==> src/rtl/psg_stereo_core.sv <==
// -----------------------------------------------------------------------------
// psg_stereo_core
//
// SN76489-compatible programmable sound generator with stereo panning:
// three square-wave tone channels and one LFSR noise channel, programmed with
// the SN76489 latch/data byte protocol, mixed into independent left and right
// outputs through a per-channel pan enable register.
//
// Ports
//   clk        system clock, all flops rising-edge
//   reset      asynchronous active-high reset, clears all state immediately
//   wr_en      SN76489 byte write strobe (one byte per cycle, always accepted)
//   wr_data    latch/data byte
//   pan_en     stereo pan register write strobe
//   pan_data   [7:4] left enables, [3:0] right enables (bit i = channel i,
//              channel 3 = noise)
//   left_out   registered left mix, MASTER_OUTPUT_BITS wide
//   right_out  registered right mix, MASTER_OUTPUT_BITS wide
//   tick       master strobe from the clock divider (combinational)
// -----------------------------------------------------------------------------
module psg_stereo_core #(
  parameter int CHANNEL_OUTPUT_BITS = 10,  // per-channel volume width (8..12)
  parameter int MASTER_OUTPUT_BITS  = 8,   // output width, <= CHANNEL_OUTPUT_BITS+2
  parameter int COUNTER_BITS        = 10,  // tone frequency register width
  parameter int CLOCK_DIV           = 16   // power of two, >= 1
) (
  input  logic                          clk,
  input  logic                          reset,
  input  logic                          wr_en,
  input  logic [7:0]                    wr_data,
  input  logic                          pan_en,
  input  logic [7:0]                    pan_data,
  output logic [MASTER_OUTPUT_BITS-1:0] left_out,
  output logic [MASTER_OUTPUT_BITS-1:0] right_out,
  output logic                          tick
);

  localparam int B     = CHANNEL_OUTPUT_BITS;
  localparam int M     = MASTER_OUTPUT_BITS;
  localparam int CB    = COUNTER_BITS;
  localparam int HI_W  = CB - 4;   // frequency bits carried by a data byte
  localparam int SUM_W = B + 2;    // four channels summed cannot overflow this

  // Register codes carried in a latch byte's bits [6:4].
  localparam logic [2:0] REG_NOISE_CTRL = 3'b110;

  // ---------------------------------------------------------------------------
  // Master strobe divider. A power-of-two counter wraps on its own, so no
  // terminal-count compare is needed.
  // ---------------------------------------------------------------------------
  generate
    if (CLOCK_DIV > 1) begin : g_div
      localparam int DW = $clog2(CLOCK_DIV);
      logic [DW-1:0] div_cnt;

      // NOTE: every flop is written with <= so all sequential blocks see the
      // pre-edge value of every other flop, independent of block ordering.
      always_ff @(posedge clk or posedge reset) begin
        if (reset) div_cnt <= '0;
        else       div_cnt <= div_cnt + 1'b1;
      end

      assign tick = (div_cnt == '0);
    end else begin : g_nodiv
      assign tick = 1'b1;
    end
  endgenerate

  // ---------------------------------------------------------------------------
  // Attenuation table: level(a) = floor((2^B-1) * 10^(-a/10)), 2 dB per step,
  // with code 15 meaning silence. Evaluated entirely at elaboration time.
  // ---------------------------------------------------------------------------
  function automatic logic [B-1:0] level_f(input int a);
    real full_scale;
    real lvl;
    if (a >= 15) return '0;
    full_scale = real'((1 << B) - 1);
    lvl        = full_scale * (10.0 ** (-real'(a) / 10.0));
    return B'($rtoi(lvl));  // truncation equals floor for a positive value
  endfunction

  logic [B-1:0] level_tab [16];

  generate
    for (genvar a = 0; a < 16; a++) begin : g_level
      localparam logic [B-1:0] LVL = level_f(a);
      assign level_tab[a] = LVL;
    end
  endgenerate

  // ---------------------------------------------------------------------------
  // Programming registers
  // ---------------------------------------------------------------------------
  logic [CB-1:0] freq [3];
  logic [3:0]    attn [4];
  logic [2:0]    noise_ctrl;
  logic [2:0]    latch;
  logic [7:0]    pan;

  // A latch byte addressed to the noise control register restarts the noise
  // generator in the same edge that updates noise_ctrl.
  logic noise_restart;
  assign noise_restart = wr_en && wr_data[7] && (wr_data[6:4] == REG_NOISE_CTRL);

  always_ff @(posedge clk or posedge reset) begin
    if (reset) begin
      // NOTE: these arrays are a handful of flops, not a RAM, so giving them a
      // reset value costs nothing and keeps power-up silent.
      for (int i = 0; i < 3; i++) freq[i] <= '0;
      for (int i = 0; i < 4; i++) attn[i] <= 4'hF;
      noise_ctrl <= 3'b100;
      latch      <= 3'b000;
      pan        <= 8'hFF;
    end else begin
      if (wr_en) begin
        if (wr_data[7]) begin
          // Latch byte: selects the register and carries its low bits.
          latch <= wr_data[6:4];
          if (wr_data[4])                attn[wr_data[6:5]] <= wr_data[3:0];
          else if (wr_data[6:5] == 2'd3) noise_ctrl         <= wr_data[2:0];
          else                           freq[wr_data[6:5]][3:0] <= wr_data[3:0];
        end else begin
          // Data byte: completes the latched register; noise ignores it.
          if (latch[0])
            attn[latch[2:1]] <= wr_data[3:0];
          else if (latch[2:1] != 2'd3)
            freq[latch[2:1]][CB-1:4] <= HI_W'(wr_data[5:0]);
        end
      end
      if (pan_en) pan <= pan_data;
    end
  end

  // ---------------------------------------------------------------------------
  // Tone generators. A frequency of 0 or 1 parks the channel at DC high.
  // Otherwise the output toggles every freq ticks.
  // ---------------------------------------------------------------------------
  logic [CB-1:0] tone_cnt [3];
  logic [2:0]    tone_out;

  always_ff @(posedge clk or posedge reset) begin
    if (reset) begin
      for (int i = 0; i < 3; i++) tone_cnt[i] <= '0;
      tone_out <= '0;
    end else if (tick) begin
      for (int i = 0; i < 3; i++) begin
        if (freq[i] <= CB'(1)) begin
          tone_out[i] <= 1'b1;
          tone_cnt[i] <= '0;
        end else if (tone_cnt[i] == '0) begin
          tone_cnt[i] <= freq[i] - 1'b1;
          tone_out[i] <= ~tone_out[i];
        end else begin
          tone_cnt[i] <= tone_cnt[i] - 1'b1;
        end
      end
    end
  end

  // Tone 2 goes 0 -> 1 on this tick: it is low now and either parks at DC or
  // reaches its toggle point. Drives the noise clock in rate mode 11.
  logic tone2_rise;
  assign tone2_rise = tick && !tone_out[2] &&
                      ((freq[2] <= CB'(1)) || (tone_cnt[2] == '0));

  // ---------------------------------------------------------------------------
  // Noise generator. In rates 00/01/10 a toggle flop inverts every N ticks
  // and the LFSR shifts on its rising edge, i.e. every 2N ticks.
  // ---------------------------------------------------------------------------
  logic [5:0]  noise_div;
  logic        noise_tgl;
  logic [14:0] lfsr;
  logic [5:0]  noise_top;
  logic        lfsr_fb;
  logic        lfsr_shift;

  always_comb begin
    // NOTE: every variable an always_comb writes gets a value before any
    // branch, so no path can leave it holding state and infer a latch.
    noise_top  = 6'd63;
    lfsr_shift = 1'b0;
    case (noise_ctrl[1:0])
      2'b00:   noise_top = 6'd15;
      2'b01:   noise_top = 6'd31;
      default: noise_top = 6'd63;
    endcase
    if (tick) begin
      if (noise_ctrl[1:0] == 2'b11) lfsr_shift = tone2_rise;
      else                          lfsr_shift = (noise_div == noise_top) && !noise_tgl;
    end
  end

  // White noise taps bits 0 and 1; periodic noise recirculates bit 0.
  assign lfsr_fb = noise_ctrl[2] ? (lfsr[0] ^ lfsr[1]) : lfsr[0];

  always_ff @(posedge clk or posedge reset) begin
    if (reset) begin
      noise_div <= '0;
      noise_tgl <= 1'b0;
      lfsr      <= 15'h4000;
    end else if (noise_restart) begin
      // Restart wins over any shift that would have happened on this edge.
      noise_div <= '0;
      noise_tgl <= 1'b0;
      lfsr      <= 15'h4000;
    end else begin
      if (tick && (noise_ctrl[1:0] != 2'b11)) begin
        if (noise_div == noise_top) begin
          noise_div <= '0;
          noise_tgl <= ~noise_tgl;
        end else begin
          noise_div <= noise_div + 1'b1;
        end
      end
      if (lfsr_shift) lfsr <= {lfsr_fb, lfsr[14:1]};
    end
  end

  // ---------------------------------------------------------------------------
  // Stereo mix. Each side sums the volumes of its enabled channels; the
  // output keeps the top M bits of the B+2-bit sum.
  // ---------------------------------------------------------------------------
  logic [3:0]       chan_on;
  logic [SUM_W-1:0] sum_l;
  logic [SUM_W-1:0] sum_r;

  assign chan_on = {lfsr[0], tone_out};

  always_comb begin
    sum_l = '0;
    sum_r = '0;
    for (int i = 0; i < 4; i++) begin
      if (chan_on[i]) begin
        if (pan[4+i]) sum_l = sum_l + SUM_W'(level_tab[attn[i]]);
        if (pan[i])   sum_r = sum_r + SUM_W'(level_tab[attn[i]]);
      end
    end
  end

  always_ff @(posedge clk or posedge reset) begin
    if (reset) begin
      left_out  <= '0;
      right_out <= '0;
    end else begin
      left_out  <= sum_l[SUM_W-1 -: M];
      right_out <= sum_r[SUM_W-1 -: M];
    end
  end

endmodule

==> config.mk <==
export PLATFORM = sky130hd
export DESIGN_NAME = psg_stereo_core
export DESIGN_NICKNAME = d
export VERILOG_FILES = /design/src/rtl/psg_stereo_core.sv
export SDC_FILE = /design/constraint.sdc
export NUM_CORES = 1
export LEC_CHECK = 0
export CORE_AREA = 2 2 177 179
export CTS_CLUSTER_SIZE = 30
export DETAILED_ROUTE_END_ITERATION = 10
export DIE_AREA = 0 0 179 181
export GPL_TIMING_DRIVEN = 0
export HOLD_SLACK_MARGIN = 0.02
export PLACE_DENSITY_LB_ADDON = 0.2
export SKIP_CTS_REPAIR_TIMING = 1
export SKIP_LAST_GASP = 1
export SLEW_MARGIN = 10
export SYNTH_ARGS = -nofsm -noshare
export SYNTH_HDL_FRONTEND = slang
export SYNTH_SLANG_ARGS = --single-unit
==> constraint.sdc <==
create_clock -name clk -period 5.2 [get_ports clk]
set_input_delay 0.78 -clock clk [delete_from_list [all_inputs] [get_ports clk]]
set_output_delay 0.78 -clock clk [all_outputs]
set_load 0.02 [all_outputs]
Yosys cells after proc, flatten, opt, wreduce, memory -nomap -nowiden
Memories as Yosys holds them, arrays and structs flattened.
Cells that the tools add are included.
- order comparisons: 11
- equal/unequal tests: 11
- bitwise logic cells: 12
- add/sub/neg operators: 14
- reduce and logical (&&, ||, !) cells: 32
- mux-type cells: 68
- operators with widths (kind ; number):
    two-way mux 10 bit ; 19
    two-way mux 30 bit ; 5
    two-way mux 12 bit ; 12
    adder 12 x 10 -> 12 bit ; 6
    bitwise mux 30 bit ; 2
    subtractor 10 x 1 -> 10 bit, second input constant ; 6
    two-way mux 16 bit ; 3
    demux 10 bit (select 2 bit) ; 2
    bitwise mux 16 bit ; 2
    less-or-equal comparator 10 x 1 -> 1 bit, second input constant ; 3
    zero test 10 bit ; 3
    two-way mux 15 bit ; 2
    greater-or-equal comparator 5 bit, second input constant ; 4
    inverter 4 -> 5 bit ; 4
    two-way mux 6 bit ; 3
    demux 4 bit (select 2 bit) ; 2
    nonzero test 2 bit ; 8
    two-way mux 1 bit ; 12
    two-way mux 4 bit ; 3
    != test 2 bit, second input constant ; 6
    case mux 6 bit (2 select lines) ; 1
    AND reduction 2 bit ; 5
    logical AND 1 bit ; 8
    adder 6 x 1 -> 6 bit, second input constant ; 1
    other kinds (17) ; 26
- logic and storage cells: 174
- register bits: 135
- memory bits (read-only): 640
- input port bits: 20
- output and inout port bits: 17
- memories: 4
- memory list (memory ; depth ; width ; read ports ; clocked after memory_dff ; wr ports ; RTL line ; source):
    (name not given) ; 16 ; 10 ; 1 ; 0 ; 0 ; 235 ; if (pan[i]) sum_r = sum_r + SUM_W'(level_tab[attn[i]]);
    (name not given) ; 16 ; 10 ; 1 ; 0 ; 0 ; 235 ;
    (name not given) ; 16 ; 10 ; 1 ; 0 ; 0 ; 235 ;
    (name not given) ; 16 ; 10 ; 1 ; 0 ; 0 ; 235 ;

Depth between registers and ports, before layout
Gate-level depths: netlist of run 1.
- depth after elaboration: 15
- gate-level depth with buffers: 28
- gate-level depth less buffers: 28

Worst setup path before layout of run 1
Ideal clock, no wire load.
- path kind: register -> register
- from: reg attn[13] (netlist bit)
- to: reg left_out[7]
- path buffers: 0
- period minus slack after synthesis: 5.504 ns
- required time: 5.115 ns
- cell stages (with the launch flop): 27
- library setup time: 0.085 ns
- setup slack: -0.304 ns
- arrival time: 5.419 ns
- cell sequence: dfstp_2 -> inv_1 -> ha_1 -> inv_1 -> mux4_2 -> nor2_1 -> ha_1 -> fa_1 -> a21o_1 -> maj3_1 -> o31ai_2 -> xor2_1 -> o21ai_1 -> ha_1 -> or3_1 -> nor2_1 -> o21ai_0 -> o211a_1 -> xor2_1 -> mux2_2 -> ha_1 -> inv_1 -> o22a_1 -> nand3_1 -> o2111ai_1 -> mux2_2 -> o22ai_1
- word-level cells in the longest chain between the ends: 15
- ends and longest elaborated chain (element ; RTL line ; source):
    from (decl) ; 95 ; logic [3:0] attn [4];
    from (signal, indexed assignment) ; 119 ; if (wr_data[4]) attn[wr_data[6:5]] <= wr_data[3:0];
    from (signal, indexed assignment) ; 125 ; attn[latch[2:1]] <= wr_data[3:0];
    inverter 4 -> 5 bit (not written as such) * ; 234 ; if (pan[4+i]) sum_l = sum_l + SUM_W'(level_tab[attn[i]]);
    memory read (16 x 10 bit) * ; n/a ;
    two-way mux 10 bit * (2 in a row) ; n/a ;
    two-way mux 10 bit * ; 234 ;
    two-way mux 10 bit * ; 233 ; if (chan_on[i]) begin
    adder 12 x 10 -> 12 bit ; 234 ;
    two-way mux 12 bit ; 234 ;
    two-way mux 12 bit * ; 233 ;
    adder 12 x 10 -> 12 bit ; 234 ;
    two-way mux 12 bit ; 234 ;
    two-way mux 12 bit * ; 233 ;
    adder 12 x 10 -> 12 bit ; 234 ;
    two-way mux 12 bit ; 234 ;
    two-way mux 12 bit * ; 233 ;
    via sum_l[11] ; 224 ; logic [SUM_W-1:0] sum_l;
    to (signal assigned) ; 245 ; left_out <= sum_l[SUM_W-1 -: M];
    to (decl) ; 33 ; output logic [MASTER_OUTPUT_BITS-1:0] left_out,
Mark *: on every way through the listed nets, which the timed path passes. The rest lies on a longest branch. The select of a mux whose other input is x is not followed.
A chain may end at the register's enable or synchronous reset.

Worst setup path after layout of run 1
Ends and elaborated chain as after synthesis.

==> results of run 1 <==
## worst paths after layout
check / to / slack [ns]
setup / recovery: left_out[7]$_DFF_PP0_ / -0.42
hold / removal: noise_ctrl[2]$_DFFE_PP1P_ / 0.46
setup reg to reg: left_out[7]$_DFF_PP0_ / -0.42
hold reg to reg: noise_ctrl[2]$_DFFE_PP1P_ / 0.46
max in group asynchronous: attn[15]$_DFFE_PP1P_ / 3.59
min in group asynchronous: lfsr[4]$_DFFE_PP0P_ / 0.79
## layer usage
| metal | GRT usage [%] | part of all wire, % | vias up |
|---|---|---|---|
| li1 | - | - | 4485 |
| met1 | 23.3 | 48 | 4332 |
| met2 | 28.6 | 48 | 128 |
| met3 | 2.53 | 2.6 | 23 |
| met4 | 5.14 | 1.8 | 0 |
| met5 | 0 | 0 | - |
## metrics by stage
step	TNS, ns	setup WS, ns	total power [mW]
after CTS	-6.90	-0.830	8.75
after detailed placement	-6.64	-0.807	7.45
after global routing	-5.31	-0.779	10.7
final	-2.09	-0.416	9.87
after floorplan	0	0.00138	6.21
after global placement	-145.50	-1.29	7.38
## flip-flops by register name, summed over array words and instances, names as in the netlist
signal         count
right_out          8
noise_ctrl         3
g_div.div_cnt      4
attn              16
latch              3
noise_tgl          1
noise_div          6
freq              30
tone_out           3
tone_cnt          30
left_out           8
pan                8
lfsr              15
## logic make-up after synthesis
| family | share of synthesized area [%] |
|---|---|
| xor gates and xnor gates | 6.09 |
| adders and majority gates | 11.4 |
| AOI/OAI and AO/OA | 18.8 |
| buffers and inverters | 3.61 |
| and+or+nand+nor | 16.5 |
| DFF | 32.5 |
| muxes | 11.1 |
## placed cells by master, fill, tap and decap left out, types with 8 or more instances in the layout
| cell type | netlist | layout |
|---|---|---|
| sky130_fd_sc_hd__a21o_1 | 22 | 22 |
| sky130_fd_sc_hd__a21oi_1 | 82 | 69 |
| sky130_fd_sc_hd__a21oi_2 | 0 | 11 |
| sky130_fd_sc_hd__a31oi_1 | 16 | 12 |
| sky130_fd_sc_hd__and2_1 | 8 | 8 |
| sky130_fd_sc_hd__buf_4 | 0 | 28 |
| sky130_fd_sc_hd__clkbuf_1 | 36 | 35 |
| sky130_fd_sc_hd__clkbuf_16 | 0 | 17 |
| sky130_fd_sc_hd__clkdlybuf4s50_1 | 0 | 32 |
| sky130_fd_sc_hd__dfrtp_1 | 109 | 109 |
| sky130_fd_sc_hd__dfstp_2 | 26 | 26 |
| sky130_fd_sc_hd__ha_1 | 87 | 72 |
| sky130_fd_sc_hd__ha_4 | 0 | 8 |
| sky130_fd_sc_hd__inv_1 | 51 | 44 |
| sky130_fd_sc_hd__mux2_2 | 78 | 72 |
| sky130_fd_sc_hd__mux2i_1 | 25 | 24 |
| sky130_fd_sc_hd__nand2_1 | 128 | 126 |
| sky130_fd_sc_hd__nand2b_1 | 13 | 13 |
| sky130_fd_sc_hd__nand3_1 | 25 | 23 |
| sky130_fd_sc_hd__nor2_1 | 126 | 120 |
| sky130_fd_sc_hd__nor3_1 | 31 | 31 |
| sky130_fd_sc_hd__nor4_1 | 13 | 11 |
| sky130_fd_sc_hd__o21ai_0 | 90 | 82 |
| sky130_fd_sc_hd__o31ai_1 | 13 | 9 |
| sky130_fd_sc_hd__xnor2_1 | 45 | 44 |
| sky130_fd_sc_hd__xor2_1 | 28 | 28 |
## power groups by stage
stage	Clock, mW	Sequential [mW]	Combinational, mW
finish	1.25	1.80	6.82
global route	1.32	1.86	7.54
CTS	1.28	1.79	5.68
detailed placement	0	1.80	5.65
global placement	0	1.80	5.58
floorplan	0	1.78	4.43
## worst max-delay path, cell delays in order, from the launching register on
cell	delay (ns)
sky130_fd_sc_hd__dfstp_2	0.62
sky130_fd_sc_hd__inv_4	0.06
sky130_fd_sc_hd__ha_4	0.16
sky130_fd_sc_hd__inv_2	0.04
sky130_fd_sc_hd__mux4_2	0.34
sky130_fd_sc_hd__nor2_4	0.07
sky130_fd_sc_hd__ha_4	0.18
sky130_fd_sc_hd__fa_2	0.39
sky130_fd_sc_hd__a21o_1	0.19
sky130_fd_sc_hd__maj3_2	0.36
sky130_fd_sc_hd__o31ai_4	0.22
sky130_fd_sc_hd__xor2_1	0.10
sky130_fd_sc_hd__o21ai_1	0.20
sky130_fd_sc_hd__ha_2	0.33
sky130_fd_sc_hd__o21ai_0	0.16
sky130_fd_sc_hd__nand2b_1	0.12
sky130_fd_sc_hd__a31oi_1	0.24
sky130_fd_sc_hd__o21ai_0	0.22
sky130_fd_sc_hd__xnor2_1	0.20
sky130_fd_sc_hd__nor2_1	0.06
sky130_fd_sc_hd__a21o_1	0.20
sky130_fd_sc_hd__ha_1	0.25
sky130_fd_sc_hd__nor2_1	0.15
sky130_fd_sc_hd__nand3_2	0.11
sky130_fd_sc_hd__o2111ai_4	0.09
sky130_fd_sc_hd__mux2_4	0.32
sky130_fd_sc_hd__o22ai_2	0.13
## cell type report
class                   instances  share of cell area (%)
flip-flops and latches        135                    26.8
plain buffers                  48                    1.58
clock inverters                15                    1.40
well taps                     396                    3.89
repair buffers                 62                    4.47
clock buffers                  17                    3.34
inverters                      51                    1.56
multi-input cells             966                    57.0
==> flow_summary.html, run 1 <==
<table>
<tr><th>Metric</th><th>Value</th></tr>
<tr><th colspan="2">Run status</th></tr>
<tr><td>Run status</td><td>finished with violations</td></tr>
<tr><td>Violated checks</td><td>setup timing</td></tr>
<tr><th colspan="2">Clock network</th></tr>
<tr><td>TritonCTS clock tree</td><td>yes</td></tr>
<tr><td>Clock root buffer</td><td>sky130_fd_sc_hd__clkbuf_16</td></tr>
<tr><td>Count of clock tree sinks</td><td>roughly 140</td></tr>
<tr><td>Clock Latency Late Sink</td><td>0.43 ns</td></tr>
<tr><td>H-tree levels</td><td>4</td></tr>
<tr><td>Reg clk slew, reported paths</td><td>about 0.070 ns</td></tr>
<tr><td>Maximum number of buffers from clock root to sink</td><td>2</td></tr>
<tr><td>Number of CTS-inserted buffers</td><td>17</td></tr>
<tr><th colspan="2">Cells and area</th></tr>
<tr><td>Footprint of the multi-input gates</td><td>slightly above 7000 µm²</td></tr>
<tr><td>Area growth from synthesis to layout</td><td>21.3%</td></tr>
<tr><td>Final Instance Area</td><td>around 13000 µm²</td></tr>
<tr><td>Filler-free cell count of the finished design</td><td>1690</td></tr>
<tr><td>Share of cells above drive strength 1</td><td>20.9%</td></tr>
<tr><td>Ant diodes</td><td>0</td></tr>
<tr><td>Filler cell count</td><td>about 3000</td></tr>
<tr><td>Reg area</td><td>3410 µm²</td></tr>
<tr><td>Nets</td><td>about 1400</td></tr>
<tr><td>Core Util, Final</td><td>42.0%</td></tr>
<tr><th colspan="2">Global route</th></tr>
<tr><td>Antenna violations before repair</td><td>0</td></tr>
<tr><td>Aggregate global routing overflow</td><td>0</td></tr>
<tr><td>Wire length of the first global-routing pass</td><td>44400 µm</td></tr>
<tr><td>Largest net degree at the start of global routing</td><td>76</td></tr>
<tr><td>Total Routing Usage GR</td><td>17.3%</td></tr>
<tr><td>Vias in the first global route</td><td>8449</td></tr>
<tr><th colspan="2">Yosys</th></tr>
<tr><td>Mapped Nets</td><td>1311</td></tr>
<tr><td>Synth Flop Type</td><td>sky130_fd_sc_hd__dfrtp_1</td></tr>
<tr><td>Top-area cell type share of the netlist area</td><td>26.0%</td></tr>
<tr><td>Register bit count reported by yosys</td><td>135</td></tr>
<tr><td>FFs w/ async S/R, synth</td><td>100%</td></tr>
<tr><td>Top cells by count, synth</td><td>128 x sky130_fd_sc_hd__nand2_1, 126 x sky130_fd_sc_hd__nor2_1, 109 x sky130_fd_sc_hd__dfrtp_1, 90 x sky130_fd_sc_hd__o21ai_0, 87 x sky130_fd_sc_hd__ha_1</td></tr>
<tr><td>Cell with the most instances after synthesis</td><td>sky130_fd_sc_hd__nand2_1</td></tr>
<tr><td>Average instance area after synthesis</td><td>8.75 µm²</td></tr>
<tr><td>Number of warnings issued by yosys</td><td>0</td></tr>
<tr><td>Number of instances in the synthesized netlist</td><td>1200</td></tr>
<tr><td>Mapped cell area</td><td>10500 µm²</td></tr>
<tr><td>Post-synth top area cell</td><td>sky130_fd_sc_hd__dfrtp_1</td></tr>
<tr><td>Portion of the post-synthesis area used by sequential elements</td><td>32.5%</td></tr>
<tr><td>Count of cell types in the netlist</td><td>71</td></tr>
<tr><td>Leading post-synthesis cells by cell area</td><td>sky130_fd_sc_hd__dfrtp_1 26%, sky130_fd_sc_hd__ha_1 10%, sky130_fd_sc_hd__mux2_2 8.4%, sky130_fd_sc_hd__dfstp_2 6.5%, sky130_fd_sc_hd__nand2_1 4.6%</td></tr>
<tr><td>Number of enable flip-flop cells after synthesis</td><td>0</td></tr>
<tr><th colspan="2">STA</th></tr>
<tr><td>Maximum achievable frequency</td><td>about 0.18 GHz</td></tr>
<tr><td>Share of the clock period used by the worst path</td><td>108%</td></tr>
<tr><td>Final Slew Violations</td><td>0</td></tr>
<tr><td>Worst-margin pin slew</td><td>between 1 and 1.5 ns</td></tr>
<tr><td>Count of final hold-check violations</td><td>0</td></tr>
<tr><td>Final hold slack</td><td>0.456 ns</td></tr>
<tr><td>Final Skew</td><td>0.0101 ns</td></tr>
<tr><td>Worst Slack Setup Final</td><td>-0.416 ns</td></tr>
<tr><td>Worst slew slack as a fraction of its limit</td><td>about a quarter</td></tr>
<tr><td>Post-layout min period</td><td>5.62 ns</td></tr>
<tr><td>RSZ-0062 raised after global routing</td><td>true</td></tr>
<tr><td>Final setup viols</td><td>11</td></tr>
<tr><th colspan="2">Power</th></tr>
<tr><td>Lkg Pwr</td><td>~5.5 nW</td></tr>
<tr><td>Cell Pwr Density</td><td>775 nW/µm²</td></tr>
<tr><td>Clock network power share</td><td>12.7%</td></tr>
<tr><td>Sequential share of power</td><td>~18%</td></tr>
<tr><td>Comb pwr share</td><td>69.1%</td></tr>
<tr><td>Net switching power</td><td>4.48 mW</td></tr>
<tr><td>Worst supply voltage drop on vdd</td><td>roughly 0.28 mV</td></tr>
<tr><td>Fraction of power spent switching nets</td><td>between 40% and 50%</td></tr>
<tr><td>Total internal power</td><td>5.39 mW</td></tr>
<tr><th colspan="2">Placed design</th></tr>
<tr><td>Placed cells</td><td>1629</td></tr>
<tr><td>Input/output buffers</td><td>32</td></tr>
<tr><td>HPWL Detailed</td><td>20500 µm</td></tr>
<tr><td>GP Congestion</td><td>0.845</td></tr>
<tr><td>Placed inst area</td><td>11400 µm²</td></tr>
<tr><th colspan="2">Worst setup path</th></tr>
<tr><td>Type of element launching the critical path</td><td>flop</td></tr>
<tr><td>Crit Path Class</td><td>reg -&gt; reg</td></tr>
<tr><td>Largest fanout on the critical path</td><td>6</td></tr>
<tr><td>Startpoint of the lowest-slack register-to-register path</td><td>attn[13]$_DFFE_PP1P_</td></tr>
<tr><td>Critical path capture point type</td><td>flop</td></tr>
<tr><td>Source of the critical timing path</td><td>attn[13]$_DFFE_PP1P_</td></tr>
<tr><td>Critical path arrival</td><td>5.97 ns</td></tr>
<tr><td>Number of cell instances on the worst register-to-register path</td><td>26</td></tr>
<tr><td>Required arrival time at the worst endpoint</td><td>5.55 ns</td></tr>
<tr><th colspan="2">Routing</th></tr>
<tr><td>Total routed wirelength</td><td>27600 µm</td></tr>
<tr><td>Vias</td><td>8968</td></tr>
<tr><td>Detailed-routing iteration count for the pre-antenna-repair pass</td><td>5</td></tr>
<tr><td>Number of design rule violations left after detail routing</td><td>0</td></tr>
<tr><td>Via-per-instance ratio</td><td>~5.3</td></tr>
<tr><td>Iter 0 DRT Violations</td><td>approximately 520</td></tr>
<tr><td>Post-route antenna net violation count</td><td>0</td></tr>
<tr><td>Per-cell routed wire length</td><td>about 16 µm</td></tr>
<tr><th colspan="2">Floorplan</th></tr>
<tr><td>DIE AREA</td><td>32400 µm²</td></tr>
<tr><td>Die span in y</td><td>between 150 and 200 µm</td></tr>
<tr><td>Starting utilization of the core area</td><td>34.6%</td></tr>
<tr><td>Core Box Area</td><td>30300 µm²</td></tr>
<tr><td>X dimension of the die</td><td>around 180 µm</td></tr>
<tr><td># IOs</td><td>37</td></tr>
<tr><td>Core Rows</td><td>64</td></tr>
<tr><th colspan="2">Min path</th></tr>
<tr><td>Launch instance of the worst min-delay path</td><td>noise_ctrl[2]$_DFFE_PP1P_</td></tr>
<tr><td>Min-Delay Path Class</td><td>reg -&gt; reg</td></tr>
<tr><td>Hold Crit Depth</td><td>2</td></tr>
<tr><th colspan="2">Run</th></tr>
<tr><td>Max-cap check violation count</td><td>0</td></tr>
</table>
(Power assumes the default switching activity.)
==> run 2: changes to the inputs <==
--- a/config.mk
+++ b/config.mk
@@ -9,7 +9,6 @@
 export CTS_CLUSTER_SIZE = 30
 export DETAILED_ROUTE_END_ITERATION = 10
 export DIE_AREA = 0 0 179 181
-export GPL_TIMING_DRIVEN = 0
 export HOLD_SLACK_MARGIN = 0.02
 export PLACE_DENSITY_LB_ADDON = 0.2
 export SKIP_CTS_REPAIR_TIMING = 1
==> flow_summary.html, run 2 (synthesis results as in run 1) <==
<table>
<tr><th>Metric</th><th>Value</th></tr>
<tr><th colspan="2">Worst setup path</th></tr>
<tr><td>Critical path arrival</td><td>5.87 ns (was 5.97 ns)</td></tr>
<tr><td>Type of element launching the critical path</td><td>flop (unchanged)</td></tr>
<tr><td>Largest fanout on the critical path</td><td>5 (was 6)</td></tr>
<tr><td>Required arrival time at the worst endpoint</td><td>5.55 ns (about the same)</td></tr>
<tr><td>Crit Path Class</td><td>reg -&gt; reg (unchanged)</td></tr>
<tr><td>Critical path capture point type</td><td>flop (unchanged)</td></tr>
<tr><th colspan="2">Global route</th></tr>
<tr><td>Largest net degree at the start of global routing</td><td>109 (was 76)</td></tr>
<tr><td>Wire length of the first global-routing pass</td><td>46100 µm (was 44400 µm)</td></tr>
<tr><td>Total Routing Usage GR</td><td>18.0% (was 17.3%)</td></tr>
<tr><td>Aggregate global routing overflow</td><td>0 (unchanged)</td></tr>
<tr><td>Vias in the first global route</td><td>9065 (was 8449)</td></tr>
<tr><td>Antenna violations before repair</td><td>1 (was 0)</td></tr>
<tr><th colspan="2">Cells and area</th></tr>
<tr><td>Leading cell types in the layout, fill and taps excluded</td><td>145 x sky130_fd_sc_hd__buf_4, 126 x sky130_fd_sc_hd__nand2_1, 119 x sky130_fd_sc_hd__nor2_1 (was 126 x sky130_fd_sc_hd__nand2_1, 120 x sky130_fd_sc_hd__nor2_1, 109 x sky130_fd_sc_hd__dfrtp_1)</td></tr>
<tr><td>Final Instance Area</td><td>13500 µm² (was 12700 µm²)</td></tr>
<tr><td>Share of cells above drive strength 1</td><td>28.4% (was 20.9%)</td></tr>
<tr><td>Top Registers</td><td>freq (30), tone_cnt (30), attn (16) (unchanged)</td></tr>
<tr><td>Most common library cell in the layout ignoring fill and taps</td><td>sky130_fd_sc_hd__buf_4 (was sky130_fd_sc_hd__nand2_1)</td></tr>
<tr><td>Nets</td><td>1465 (was 1392)</td></tr>
<tr><td>Ant diodes</td><td>0 (unchanged)</td></tr>
<tr><td>Area growth from synthesis to layout</td><td>28.3% (was 21.3%)</td></tr>
<tr><td>Core Util, Final</td><td>44.4% (was 42.0%)</td></tr>
<tr><th colspan="2">STA</th></tr>
<tr><td>Share of the clock period used by the worst path</td><td>106% (was 108%)</td></tr>
<tr><td>Post-layout min period</td><td>5.52 ns (was 5.62 ns)</td></tr>
<tr><td>Worst-margin pin slew</td><td>1.16 ns (was 1.09 ns)</td></tr>
<tr><td>Final Skew</td><td>0.00773 ns (was 0.0101 ns)</td></tr>
<tr><td>Worst slew slack as a fraction of its limit</td><td>22.2% (was 26.6%)</td></tr>
<tr><td>Worst Slack Setup Final</td><td>-0.316 ns (was -0.416 ns)</td></tr>
<tr><td>Final setup viols</td><td>8 (was 11)</td></tr>
<tr><td>Maximum achievable frequency</td><td>0.181 GHz (was 0.178 GHz)</td></tr>
<tr><td>Count of final hold-check violations</td><td>0 (unchanged)</td></tr>
<tr><td>RSZ-0062 raised after global routing</td><td>true (unchanged)</td></tr>
<tr><td>Final Slew Violations</td><td>0 (unchanged)</td></tr>
<tr><th colspan="2">Floorplan</th></tr>
<tr><td># IOs</td><td>37 (unchanged)</td></tr>
<tr><td>X dimension of the die</td><td>179 µm (unchanged)</td></tr>
<tr><td>Core Box Area</td><td>30300 µm² (unchanged)</td></tr>
<tr><td>Core Rows</td><td>64 (unchanged)</td></tr>
<tr><td>Starting utilization of the core area</td><td>34.6% (unchanged)</td></tr>
<tr><td>Die span in y</td><td>181 µm (unchanged)</td></tr>
<tr><td>DIE AREA</td><td>32400 µm² (unchanged)</td></tr>
<tr><th colspan="2">Routing</th></tr>
<tr><td>Iter 0 DRT Violations</td><td>551 (was 522)</td></tr>
<tr><td>Vias</td><td>9313 (was 8968)</td></tr>
<tr><td>Detailed-routing iteration count for the pre-antenna-repair pass</td><td>5 (unchanged)</td></tr>
<tr><td>Post-route antenna net violation count</td><td>0 (unchanged)</td></tr>
<tr><td>Total routed wirelength</td><td>28600 µm (was 27600 µm)</td></tr>
<tr><td>Via-per-instance ratio</td><td>5.28 (was 5.31)</td></tr>
<tr><td>Number of design rule violations left after detail routing</td><td>0 (unchanged)</td></tr>
<tr><td>Per-cell routed wire length</td><td>16.2 µm (was 16.3 µm)</td></tr>
<tr><th colspan="2">Placed design</th></tr>
<tr><td>Input/output buffers</td><td>36 (was 32)</td></tr>
<tr><td>HPWL Detailed</td><td>21100 µm (was 20500 µm)</td></tr>
<tr><td>Placed inst area</td><td>12300 µm² (was 11400 µm²)</td></tr>
<tr><td>GP Congestion</td><td>0.868 (was 0.845)</td></tr>
<tr><th colspan="2">Clock network</th></tr>
<tr><td>Clock Latency Late Sink</td><td>0.44 ns (was 0.43 ns)</td></tr>
<tr><td>H-tree levels</td><td>4 (unchanged)</td></tr>
<tr><td>Reg clk slew, reported paths</td><td>0.06 ns (was 0.07 ns)</td></tr>
<tr><td>Count of clock tree sinks</td><td>135 (unchanged)</td></tr>
<tr><td>Number of CTS-inserted buffers</td><td>17 (unchanged)</td></tr>
<tr><td>Maximum number of buffers from clock root to sink</td><td>2 (unchanged)</td></tr>
<tr><td>Clock root buffer</td><td>sky130_fd_sc_hd__clkbuf_16 (unchanged)</td></tr>
<tr><td>TritonCTS clock tree</td><td>yes (unchanged)</td></tr>
<tr><th colspan="2">Run status</th></tr>
<tr><td>Run status</td><td>finished with violations (unchanged)</td></tr>
<tr><td>Violated checks</td><td>setup timing (unchanged)</td></tr>
<tr><th colspan="2">Power</th></tr>
<tr><td>Cell Pwr Density</td><td>817 nW/µm² (was 775 nW/µm²)</td></tr>
<tr><td>Worst supply voltage drop on vdd</td><td>0.360 mV (was 0.284 mV)</td></tr>
<tr><td>Lkg Pwr</td><td>6.05 nW (was 5.54 nW)</td></tr>
<tr><th colspan="2">Run</th></tr>
<tr><td>Max-cap check violation count</td><td>0 (unchanged)</td></tr>
<tr><th colspan="2">Min path</th></tr>
<tr><td>Min-Delay Path Class</td><td>reg -&gt; reg (unchanged)</td></tr>
</table>
-- run 2: cell count changes in the layout (fill, tap and decap cells not counted), moves of 4 or more --
| cell | before | now |
|---|---|---|
| sky130_fd_sc_hd__buf_2 | 5 | 0 |
| sky130_fd_sc_hd__buf_4 | 28 | 145 |
| sky130_fd_sc_hd__clkbuf_1 | 35 | 1 |
| sky130_fd_sc_hd__clkdlybuf4s50_1 | 32 | 36 |
| sky130_fd_sc_hd__clkinvlp_4 | 4 | 0 |
| sky130_fd_sc_hd__ha_4 | 8 | 12 |
-- run 2: cell type report --
cell class                      instances  area, µm²
Inverter                               51        199
Clock inverter                         12        164
Clock buffer                           20        457
Tap cell                              396        495
Timing Repair Buffer                  183       1470
Fill cell                            3007      16900
Multi-Input combinational cell        966       7280
Sequential cell                       135       3410
-- run 2: metrics by stage --
step                power, mW  setup TNS [ns]  hold WS [ns]  worst slack [ns]  instances
floorplan                6.21               0         0.439           0.00138       1200
global placement         8.69           -2.90         0.448            -0.405       1716
detailed placement       8.77           -3.31         0.458            -0.447       1716
CTS                      10.1           -3.78         0.465            -0.472       1748
global route             12.0           -4.13         0.487            -0.497       1763
finish                   11.0           -1.82         0.463            -0.316       1763
-- run 2: metal layers --
layer  GRT usage (%)  vias up  part of all wire, %
li1                -     4610                    -
met1            23.7     4526                   47
met2            30.0      144                   48
met3            3.56       31                  3.1
met4            4.59        2                  1.6
met5               0        -                0.045
-- run 2: final timing paths --
check	slack, ns	depth (start not counted)	start	end
worst max-delay path	-0.32	26	attn[13]$_DFFE_PP1P_	left_out[7]$_DFF_PP0_
worst min-delay path	0.46	2	noise_ctrl[2]$_DFFE_PP1P_	noise_ctrl[2]$_DFFE_PP1P_
worst max register to register	-0.32	26	attn[13]$_DFFE_PP1P_	left_out[7]$_DFF_PP0_
worst min register to register	0.46	2	noise_ctrl[2]$_DFFE_PP1P_	noise_ctrl[2]$_DFFE_PP1P_
max in group asynchronous	3.32	3	reset	tone_cnt[9]$_DFFE_PP0P_
min in group asynchronous	0.94	2	reset	right_out[7]$_DFF_PP0_
-- run 2: worst max-delay path, stage by stage (launching register included) --
cell                        delay (ns)
sky130_fd_sc_hd__dfstp_2          0.62
sky130_fd_sc_hd__inv_4            0.07
sky130_fd_sc_hd__ha_4             0.17
sky130_fd_sc_hd__inv_2            0.04
sky130_fd_sc_hd__mux4_2           0.30
sky130_fd_sc_hd__nor2_4           0.07
sky130_fd_sc_hd__ha_4             0.17
sky130_fd_sc_hd__fa_2             0.37
sky130_fd_sc_hd__a21o_1           0.20
sky130_fd_sc_hd__maj3_2           0.34
sky130_fd_sc_hd__o31ai_4          0.21
sky130_fd_sc_hd__xor2_1           0.20
sky130_fd_sc_hd__o21ai_2          0.09
sky130_fd_sc_hd__ha_2             0.21
sky130_fd_sc_hd__or3_4            0.40
sky130_fd_sc_hd__nor2_1           0.10
sky130_fd_sc_hd__o21ai_1          0.07
sky130_fd_sc_hd__o211a_1          0.13
sky130_fd_sc_hd__xor2_1           0.14
sky130_fd_sc_hd__mux2_4           0.28
sky130_fd_sc_hd__ha_4             0.28
sky130_fd_sc_hd__inv_2            0.04
sky130_fd_sc_hd__o22a_1           0.22
sky130_fd_sc_hd__nand3_2          0.09
sky130_fd_sc_hd__o2111ai_2        0.12
sky130_fd_sc_hd__mux2_4           0.34
sky130_fd_sc_hd__o22ai_2          0.14
-- run 2: power breakdown --
| group | leakage (nW) | internal, mW | total (mW) | switching, mW |
|---|---|---|---|---|
| sequential | 1.61 | 1.46 | 1.89 | 0.425 |
| clock | 0.308 | 0.788 | 1.28 | 0.495 |
| combinational | 4.14 | 4.04 | 7.84 | 3.81 |
| total | 6.05 | 6.29 | 11.0 | 4.72 |
